### src/rtl/prbs_word_gen.sv
// prbs_word_gen: PRBS word generator with a selectable polynomial
// (PRBS7/15/23/31). Each generated word packs OUT_W consecutive sequence
// bits, first-generated bit at the MSB, behind a valid/ready handshake.
// Optional self-synchronising sequence checker, compiled in only when the
// macro PRBS_WORD_GEN_CHECKER_EN is defined; otherwise the checker ports
// stay present and the checker outputs read as zero.
module prbs_word_gen #(
    parameter int OUT_W = 8
) (
    input  logic             clk,
    input  logic             reset,
    input  logic             en,
    input  logic [1:0]       mode,
    input  logic             load,
    input  logic [30:0]      seed,
    output logic [OUT_W-1:0] out_data,
    output logic             out_valid,
    input  logic             out_ready,
    input  logic             chk_valid,
    input  logic [OUT_W-1:0] chk_data,
    output logic             chk_lock,
    output logic [15:0]      err_cnt
);

    // Index of the top state bit (n-1) for the selected polynomial
    function automatic logic [4:0] top_idx(input logic [1:0] m);
        case (m)
            2'd0:    return 5'd6;
            2'd1:    return 5'd14;
            2'd2:    return 5'd22;
            default: return 5'd30;
        endcase
    endfunction

    // Index of the second feedback tap (k-1) for the selected polynomial
    function automatic logic [4:0] tap_idx(input logic [1:0] m);
        case (m)
            2'd0:    return 5'd5;
            2'd1:    return 5'd13;
            2'd2:    return 5'd17;
            default: return 5'd27;
        endcase
    endfunction

    // Mask covering the n live state bits of the selected polynomial
    function automatic logic [30:0] poly_mask(input logic [1:0] m);
        case (m)
            2'd0:    return 31'h0000007F;
            2'd1:    return 31'h00007FFF;
            2'd2:    return 31'h007FFFFF;
            default: return 31'h7FFFFFFF;
        endcase
    endfunction

    logic [1:0]       mode_q;
    logic [30:0]      s;
    logic [30:0]      s_next;
    logic [OUT_W-1:0] word_next;
    logic [30:0]      seed_masked;
    logic [30:0]      seed_load;
    logic             gen_word;

    // A new word is produced whenever enabled and the output slot is free or being emptied
    assign gen_word = en && (!out_valid || out_ready);

    // An all-zero seed would lock the LFSR, so it is replaced by all ones
    always_comb begin
        seed_masked = seed & poly_mask(mode);
        seed_load   = (seed_masked == 31'd0) ? poly_mask(mode) : seed_masked;
    end

    // Unroll OUT_W LFSR steps to build the next word and the advanced state
    always_comb begin : word_build
        logic [30:0]      st;
        logic [OUT_W-1:0] w;
        logic             fb;
        st = s;
        w  = '0;
        fb = 1'b0;
        for (int i = 0; i < OUT_W; i++) begin
            fb   = st[top_idx(mode_q)] ^ st[tap_idx(mode_q)];
            st   = ((st << 1) | {30'd0, fb}) & poly_mask(mode_q);
            w    = w << 1;
            w[0] = fb;
        end
        s_next    = st;
        word_next = w;
    end

    // State, mode and output register: reset beats load, load beats generation and handshake
    always_ff @(posedge clk) begin
        if (reset) begin
            mode_q    <= 2'd0;
            s         <= 31'h0000007F;
            out_valid <= 1'b0;
            out_data  <= '0;
        end else if (load) begin
            mode_q    <= mode;
            s         <= seed_load;
            out_valid <= 1'b0;
        end else if (gen_word) begin
            s         <= s_next;
            out_data  <= word_next;
            out_valid <= 1'b1;
        end else if (out_valid && out_ready) begin
            out_valid <= 1'b0;
        end
    end

`ifdef PRBS_WORD_GEN_CHECKER_EN

    logic [30:0] h;
    logic [30:0] h_next;
    logic [5:0]  word_err;
    logic [2:0]  clean_cnt;
    logic        lock_q;
    logic [15:0] err_q;
    logic [16:0] err_sum;

    // Predict each received bit from the history, count mismatches, shift received bits in
    always_comb begin : chk_word
        logic [30:0]      hv;
        logic [OUT_W-1:0] d;
        logic [5:0]       cnt;
        logic             b;
        hv  = h;
        d   = chk_data;
        cnt = 6'd0;
        b   = 1'b0;
        for (int i = 0; i < OUT_W; i++) begin
            b = d[OUT_W-1];
            d = d << 1;
            if (b != (hv[top_idx(mode_q)] ^ hv[tap_idx(mode_q)])) begin
                cnt = cnt + 6'd1;
            end
            hv = {hv[29:0], b};
        end
        h_next   = hv;
        word_err = cnt;
        err_sum  = {1'b0, err_q} + {11'd0, word_err};
    end

    // Lock after four clean words; count errors only while locked, saturating
    always_ff @(posedge clk) begin
        if (reset) begin
            h         <= '0;
            clean_cnt <= 3'd0;
            lock_q    <= 1'b0;
            err_q     <= 16'd0;
        end else if (load) begin
            h         <= '0;
            clean_cnt <= 3'd0;
            lock_q    <= 1'b0;
        end else if (chk_valid) begin
            h <= h_next;
            if (lock_q) begin
                err_q <= err_sum[16] ? 16'hFFFF : err_sum[15:0];
            end else if (word_err == 6'd0) begin
                if (clean_cnt == 3'd3) begin
                    lock_q <= 1'b1;
                end else begin
                    clean_cnt <= clean_cnt + 3'd1;
                end
            end else begin
                clean_cnt <= 3'd0;
            end
        end
    end

    assign chk_lock = lock_q;
    assign err_cnt  = err_q;

`else

    logic chk_unused;

    // Checker inputs are deliberately ignored when the checker is not built
    assign chk_unused = ^{chk_valid, chk_data};
    assign chk_lock   = 1'b0;
    assign err_cnt    = 16'd0;

`endif

endmodule

### config.mk
export PLATFORM = sky130hd
export DESIGN_NAME = prbs_word_gen
export DESIGN_NICKNAME = d
export VERILOG_FILES = /design/src/rtl/prbs_word_gen.sv
export SDC_FILE = /design/constraint.sdc
export NUM_CORES = 1
export LEC_CHECK = 0
export BUFFER_PORTS_ARGS = -buffer_cell sky130_fd_sc_hd__buf_4
export CAP_MARGIN = 20
export CORE_ASPECT_RATIO = 1.25
export CORE_MARGIN = 2
export CORE_UTILIZATION = 53
export CTS_BUF_LIST = sky130_fd_sc_hd__clkbuf_8
export CTS_CLUSTER_SIZE = 14
export DETAILED_ROUTE_END_ITERATION = 12
export HOLD_SLACK_MARGIN = 0.02
export PLACE_DENSITY = 0.9
export RECOVER_POWER = 50
export SYNTH_ARGS = -nofsm -noshare
export SYNTH_HDL_FRONTEND = slang
export SYNTH_SLANG_ARGS = --single-unit
### constraint.sdc
create_clock -name clk -period 4.2 [get_ports clk]
set_input_delay 0.42 -clock clk [delete_from_list [all_inputs] [get_ports clk]]
set_output_delay 0.42 -clock clk [all_outputs]
set_load 0.01 [all_outputs]
==> results.rst, run 1 <==
.. list-table::
   :header-rows: 1

   * - Metric
     - Value
   * - Result of the run
     - complete, no violations
   * - TritonCTS clock tree
     - done
   * - Switching Power
     - 371 uW
   * - IR Drop Worst-Case VDD
     - 0.259 mV
   * - Largest net degree at the start of global routing
     - 43
   * - Final slew viol count
     - 0
   * - Global-route wire length before repair
     - 15000 um
   * - Mux share of post-synthesis cell area
     - 8.60%
   * - Routed via count divided by cell count
     - 6.56
   * - Number of instances in the synthesized netlist
     - 399
   * - Max capacitance violation total
     - 0
   * - Library cell with the largest summed area after synthesis
     - sky130_fd_sc_hd__dfxtp_1
   * - Synthesis-to-finish area growth
     - 11.9%
   * - Clock-pin transition on the worst setup and hold timing paths
     - 0.08 ns
   * - Worst-path fanout max
     - 27
   * - Total Negative Setup Slacks
     - 0 ns
   * - Die Height
     - 88.9 um
   * - Kind of end point of the critical path
     - flip-flop
   * - Detailed placer's ending HPWL
     - 7240 um
   * - Number of sinks on the clock net
     - 42
   * - Cts bufs inserted
     - 5
   * - Routability congestion estimate
     - 1.00
   * - Setup repair after global routing missed its margin
     - false
   * - Post-synthesis sequential element count
     - 42
   * - Area share of and/or/nand/nor cells after synthesis
     - 17.5%
   * - XOR/XNOR share of the synthesized area
     - 1.96%
   * - Main synth FF type
     - sky130_fd_sc_hd__dfxtp_1
   * - Internal Pwr Total
     - 736 uW
   * - Post-route cell area
     - 3420 um2
   * - Most numerous cell types in the synthesized netlist
     - sky130_fd_sc_hd__o21ai_0, sky130_fd_sc_hd__a21oi_1, sky130_fd_sc_hd__dfxtp_1, sky130_fd_sc_hd__nand2_1, sky130_fd_sc_hd__nor2_1
   * - Number of buffers on the longest clock path
     - 2
   * - # H-tree levels
     - 2
   * - Antenna violations before repair
     - 0
   * - Number of DRC markers after the initial detailed-route iteration
     - 294
   * - Overall power
     - 1.11 mW
   * - Number of enable flip-flop cells after synthesis
     - 0
   * - Adder-Cell Fraction of Synth Area
     - 2.46%
   * - Area of the die
     - 6390 um2
   * - Die Width
     - 71.9 um
   * - Fin crit share
     - 86.7%
   * - Fmax achieved
     - 275 MHz
   * - Total wirelength of the detailed-routed design
     - 9490 um
   * - All-layer global routing usage
     - 30.5%
   * - Top-count cell post-synth
     - sky130_fd_sc_hd__o21ai_0
   * - Final hold violations
     - 0
   * - Sequential group share of total power
     - 41.4%
   * - Share of power burned in combinational logic
     - 29.8%
   * - Wirelength per Cell
     - 19.2 um
   * - Leakage
     - 1.29 nW
   * - Fin crit period
     - 3.64 ns
   * - Post-CTS Repair Setup Buffers
     - 0
   * - Async set-or-reset flop fraction in the synthesized netlist
     - 0%
   * - Worst relative slew slack
     - 30.9%
   * - Worst Max-Slew Pin Slew
     - 1.04 ns
   * - Sequential-to-total area share from yosys stat
     - 27.5%
   * - Count of warnings emitted by yosys
     - 0
   * - Post-route antenna net violation count
     - 0
   * - Leftover overflow at the end of global routing
     - 0
   * - CTS Hold Bufs
     - 0
   * - Worst Hold Class
     - in2reg
   * - Combinational family with the most area after synthesis
     - compound AO/OA/AOI/OAI gates
   * - Fraction of final layout cells with drive strength greater than 1
     - 16.0%
   * - Cell types with the largest area share after synthesis
     - sky130_fd_sc_hd__dfxtp_1, sky130_fd_sc_hd__o21ai_0, sky130_fd_sc_hd__a21oi_1
   * - Post-CTS sizing
     - 0
   * - Number of failing setup endpoints in the final timing report
     - 0
   * - Complex-gate fraction of the synthesized area
     - 32.4%
   * - Post-Place Cell Area
     - 3350 um2
   * - Path type of the worst setup path
     - reg2reg
   * - Via count of the first global-routing pass
     - 3028
   * - Total power divided by cell area
     - 324 nW/um2
   * - Number of inserted filler cells in the final layout
     - 517
   * - Summed instance area of the synthesized netlist
     - 3060 um2
   * - Worst skew pair latency
     - 0.30 ns
   * - Initial cell density of the core
     - 55.4%
   * - Area taken by multi-input logic gates
     - 1990 um2
   * - Overall via count from detail_route
     - 3240
   * - Antenna diodes
     - 0
   * - 1st-pass router iterations
     - 5
   * - Number of nets in the layout
     - 482
   * - Storage element area
     - 841 um2
   * - CP Data Required Time
     - 4.39 ns
   * - Number of top-level design ports
     - 73
   * - Netlist cell types
     - 57
   * - Cell row count
     - 30
   * - Proportion of total power due to net switching
     - 33.5%
   * - CTS root buf
     - sky130_fd_sc_hd__clkbuf_8
   * - Worst Path Arrival
     - 3.83 ns
   * - Number of buffers added on ports
     - 46
   * - Area share of the largest cell type after synthesis
     - 27.5%
   * - Startpoint type of the worst setup path
     - flip-flop
   * - Clock Skews
     - 0.00572 ns
   * - CORE AREA
     - 5520 um2
   * - Drc violations
     - 0
   * - Mean area per synthesized cell
     - 7.66 um2
   * - Clock power frac
     - 28.8%
layout by cell type, fill, tap and decap left out, types with 2 or more instances in the layout:
master	n
sky130_fd_sc_hd__o21ai_0	48
sky130_fd_sc_hd__buf_4	43
sky130_fd_sc_hd__a21oi_1	42
sky130_fd_sc_hd__dfxtp_1	42
sky130_fd_sc_hd__nand2_1	28
sky130_fd_sc_hd__nor2_1	24
sky130_fd_sc_hd__a22oi_1	22
sky130_fd_sc_hd__mux2i_1	18
sky130_fd_sc_hd__conb_1	17
sky130_fd_sc_hd__nand3_1	16
sky130_fd_sc_hd__clkbuf_1	10
sky130_fd_sc_hd__inv_1	9
sky130_fd_sc_hd__a211oi_1	6
sky130_fd_sc_hd__mux2_2	6
sky130_fd_sc_hd__nor4_1	6
sky130_fd_sc_hd__ha_1	6
sky130_fd_sc_hd__nand2b_1	5
sky130_fd_sc_hd__nor3_1	5
sky130_fd_sc_hd__a31oi_1	5
sky130_fd_sc_hd__clkbuf_8	5
sky130_fd_sc_hd__and3_1	4
sky130_fd_sc_hd__o211ai_1	4
sky130_fd_sc_hd__nor2b_1	4
sky130_fd_sc_hd__or2_2	3
sky130_fd_sc_hd__a221o_1	3
sky130_fd_sc_hd__xor2_1	3
sky130_fd_sc_hd__a21o_1	3
sky130_fd_sc_hd__and2_1	3
sky130_fd_sc_hd__or3_1	2
sky130_fd_sc_hd__a221oi_1	2
sky130_fd_sc_hd__xnor2_1	2
sky130_fd_sc_hd__o311ai_0	2
sky130_fd_sc_hd__o31ai_1	2
sky130_fd_sc_hd__o211a_1	2
sky130_fd_sc_hd__a32oi_1	2
sky130_fd_sc_hd__clkinv_2	2
critical path: stages, from the launching register on:
cell and delay [ns]:
sky130_fd_sc_hd__dfxtp_1 0.43, sky130_fd_sc_hd__ha_1 0.79, sky130_fd_sc_hd__mux2_4 0.37, sky130_fd_sc_hd__a221oi_4 0.38, sky130_fd_sc_hd__nor2_2 0.04, sky130_fd_sc_hd__mux2_2 0.27, sky130_fd_sc_hd__or3_4 0.37, sky130_fd_sc_hd__a41oi_2 0.24
sky130_fd_sc_hd__xor2_2 0.25, sky130_fd_sc_hd__nor4_1 0.08, sky130_fd_sc_hd__a211o_1 0.29
path summary, 6_finish.rpt:
kind	depth (start not counted)	start	slack, ns	endpoint
hold / removal	3	seed[6]	0.37	s[6]
setup reg to reg	10	mode_q[0]	0.56	s[1]
hold reg to reg	2	out_data[2]	0.46	out_data[2]
setup / recovery	10	mode_q[0]	0.56	s[1]
metrics by stage:
step                      worst slack, ns  instances  hold WS [ns]  util (%)
after floorplan                      1.25        415         0.481         -
after global routing                0.352        494         0.382      62.0
after detailed placement            0.638        486         0.455      60.7
after CTS                           0.619        494         0.366      62.7
after global placement              0.673        486         0.446      60.7
final                               0.560        494         0.369      62.0
power groups by stage:
stage	Combinational (mW)	Sequential, mW	Clock [mW]
after floorplan	0.234	0.455	0
after global placement	0.323	0.465	0
after detailed placement	0.329	0.466	0
after CTS	0.331	0.456	0.321
after global routing	0.362	0.460	0.331
final	0.330	0.458	0.319
metal layers:
layer  vias up  share of wire [%]  GRT usage [%]
met2       154                 50           52.9
met5         -                  0              0
li1       1496                  -              -
met4         0                4.3           16.5
met3        33                6.5           3.27
met1      1557                 39           37.0
cell families after synthesis:
group,count (synthesis)
AO/OA/AOI/OAI,155
AND/OR/NAND/NOR,108
buffers and inverters,56
flip-flops,42
multiplexers,25
adder cells (fa/ha/maj),6
XOR/XNOR,6
other,1
final cells by class:
cell class	instances	area share (%)
inverter	9	0.988
timing repair buffer	54	10.8
clock inverter	3	1.17
clock buffer	5	2.01
multi-input combinational	317	58.2
tap	64	2.34
sequential	42	24.6
sequential cells by signal, indices dropped and copies added, names as in the netlist:
name,cells
out_valid,1
mode_q,2
s,31
out_data,8
(Power assumes the default switching activity.)
==> run 2, diff against run 1 <==
CORE_UTILIZATION = 38   (was 53)
PLACE_DENSITY = 0.71   (was 0.9)
==> results.rst, run 2 (same netlist as run 1, synthesis figures left out) <==
.. list-table::
   :header-rows: 1

   * - Metric
     - Value
   * - 1st-pass router iterations
     - 5 (unchanged)
   * - Most common library cell in the layout ignoring fill and taps
     - sky130_fd_sc_hd__o21ai_0
   * - CORE AREA
     - 7790 um2 (+41%)
   * - Total Negative Setup Slacks
     - 0 ns (unchanged)
   * - Number of nets in the layout
     - 484 (+0.41%)
   * - Number of top-level design ports
     - 73 (unchanged)
   * - Worst Hold Class
     - in2reg
   * - Result of the run
     - finished, violations left
   * - CTS root buf
     - sky130_fd_sc_hd__clkbuf_8
   * - Number of buffers added on ports
     - 46 (unchanged)
   * - Post-CTS sizing
     - 0 (unchanged)
   * - CP Data Required Time
     - 4.39 ns (about the same)
   * - IR Drop Worst-Case VDD
     - 0.216 mV (-17%)
   * - Largest net degree at the start of global routing
     - 43 (unchanged)
   * - Post-layout worst setup margin
     - 0.552 ns (-0.00886 ns)
   * - Overall via count from detail_route
     - 3255 (+0.46%)
   * - Worst slack at placement
     - 0.693 ns (+0.0550 ns)
   * - Number of sinks on the clock net
     - 42 (unchanged)
   * - Initial cell density of the core
     - 39.2% (-16 points)
   * - Max capacitance violation total
     - 1 (+1)
   * - Final slew viol count
     - 43 (+43)
   * - Via count of the first global-routing pass
     - 3027 (-0.033%)
   * - Die Width
     - 84.2 um (+17%)
   * - Synthesis-to-finish area growth
     - 13.2%
   * - Worst Max-Slew Pin Slew
     - 1.86 ns (+0.827 ns)
   * - All-layer global routing usage
     - 21.7% (-8.7 points)
   * - # H-tree levels
     - 2 (unchanged)
   * - Total wirelength of the detailed-routed design
     - 9500 um (+0.17%)
   * - Setup repair after global routing missed its margin
     - false
   * - Area of the die
     - 8780 um2 (+37%)
   * - Leakage
     - 1.29 nW (-0.25%)
   * - Worst relative slew slack
     - -24.2% (-55 points)
   * - Number of flip-flops in the largest register
     - 31 (unchanged)
   * - Clock-pin transition on the worst setup and hold timing paths
     - 0.09 ns (about the same)
   * - Antenna diodes
     - 0 (unchanged)
   * - Biggest register
     - s
   * - Worst skew pair latency
     - 0.30 ns (about the same)
   * - Fin crit period
     - 3.65 ns (+0.00886 ns)
   * - Top Registers
     - s (31), out_data (8), mode_q (2)
   * - Post-CTS Repair Setup Buffers
     - 0 (unchanged)
   * - Antenna violations before repair
     - 0 (unchanged)
   * - Overall power
     - 1.08 mW (-2.4%)
   * - Violations in the final reports
     - capacitance limit, slew limit
   * - Worst hold slack
     - 0.369 ns (-0.000445 ns)
   * - Leftover overflow at the end of global routing
     - 0 (unchanged)
   * - CTS Hold Bufs
     - 0 (unchanged)
   * - Routed via count divided by cell count
     - 6.18 (-5.8%)
   * - Total power divided by cell area
     - 312 nW/um2 (-3.5%)
   * - Post-route antenna net violation count
     - 0 (unchanged)
   * - Drc violations
     - 0 (unchanged)
   * - Cell row count
     - 36 (+20%)
   * - Wirelength per Cell
     - 18.0 um (-6.1%)
   * - Kind of end point of the critical path
     - flip-flop
   * - TritonCTS clock tree
     - done
   * - Clock Skews
     - 0.00749 ns (+0.00176 ns)
   * - Fin crit share
     - 86.9% (+0.21 points)
   * - Detailed placer's ending HPWL
     - 7310 um (+0.97%)
   * - Startpoint type of the worst setup path
     - flip-flop
   * - Final Core Density
     - 44.4% (-18 points)
   * - Commonest cells after routing, fill and taps aside
     - sky130_fd_sc_hd__o21ai_0, sky130_fd_sc_hd__buf_4, sky130_fd_sc_hd__a21oi_1, sky130_fd_sc_hd__dfxtp_1, sky130_fd_sc_hd__nand2_1
   * - Fmax achieved
     - 274 MHz (-0.24%)
   * - Number of failing setup endpoints in the final timing report
     - 0 (unchanged)
   * - Global-route wire length before repair
     - 15500 um (+3.8%)
   * - Number of DRC markers after the initial detailed-route iteration
     - 295 (+0.34%)
   * - Worst-path fanout max
     - 6 (-78%)
   * - Worst Path Arrival
     - 3.84 ns (about the same)
   * - Die Height
     - 104 um (+17%)
   * - Number of buffers on the longest clock path
     - 2 (unchanged)
   * - Fraction of final layout cells with drive strength greater than 1
     - 16.2% (+0.16 points)
   * - Routability congestion estimate
     - 0.986 (-1.6%)
   * - Final hold violations
     - 0 (unchanged)
   * - Path type of the worst setup path
     - reg2reg
   * - Cts bufs inserted
     - 5 (unchanged)
run 2: changes by cell type in the layout (fill, tap and decap cells not counted), sizes merged:
cell	before	now
clkinvlp	0	1
inv	9	10
bufinv	1	0
buf	43	44
clkinv	2	0
clkbuf	16	18
run 2: worst paths after layout:
path,start,end,slack (ns),depth (start not counted)
hold reg to reg,out_data[2],out_data[2],0.46,2
setup reg to reg,mode_q[0],s[1],0.55,11
setup / recovery,mode_q[0],s[1],0.55,11
hold / removal,seed[4],s[4],0.37,3
run 2: cell type report:
cell class,instances,area (um2)
fill,822,4330
sequential,42,841
multi-input combinational,317,1990
inverter,9,33.8
tap,95,119
timing repair buffer,56,379
clock inverter,2,16.3
clock buffer,6,82.6
run 2: routing by layer:
metal  wire, um  global-route usage [%]
met4        528                    12.4
met1       3700                    26.5
met3        595                    3.10
met5          0                       0
met2       4670                    36.2
run 2: power by group:
group	internal (mW)	total [mW]	switching, mW
Sequential	0.424	0.456	0.0324
Clock	0.136	0.287	0.152
Combinational	0.139	0.337	0.199
run 2: through the flow:
stage / cells / area (um2)
after floorplan: 415 / 3120
after global placement: 519 / 3400
after detailed placement: 519 / 3400
after CTS: 527 / 3500
after global routing: 527 / 3460
final: 527 / 3460
run 2: critical path: stages, from the launching register on:
cell and delay (ns):
sky130_fd_sc_hd__dfxtp_1 0.43, sky130_fd_sc_hd__inv_1 0.11, sky130_fd_sc_hd__ha_1 0.31, sky130_fd_sc_hd__nor2_1 0.52, sky130_fd_sc_hd__o21ai_0 0.23, sky130_fd_sc_hd__o22ai_1 0.30
sky130_fd_sc_hd__mux2_2 0.38, sky130_fd_sc_hd__or3_4 0.37, sky130_fd_sc_hd__a41oi_2 0.25, sky130_fd_sc_hd__xor2_2 0.28, sky130_fd_sc_hd__nor4_1 0.09, sky130_fd_sc_hd__a211o_1 0.27
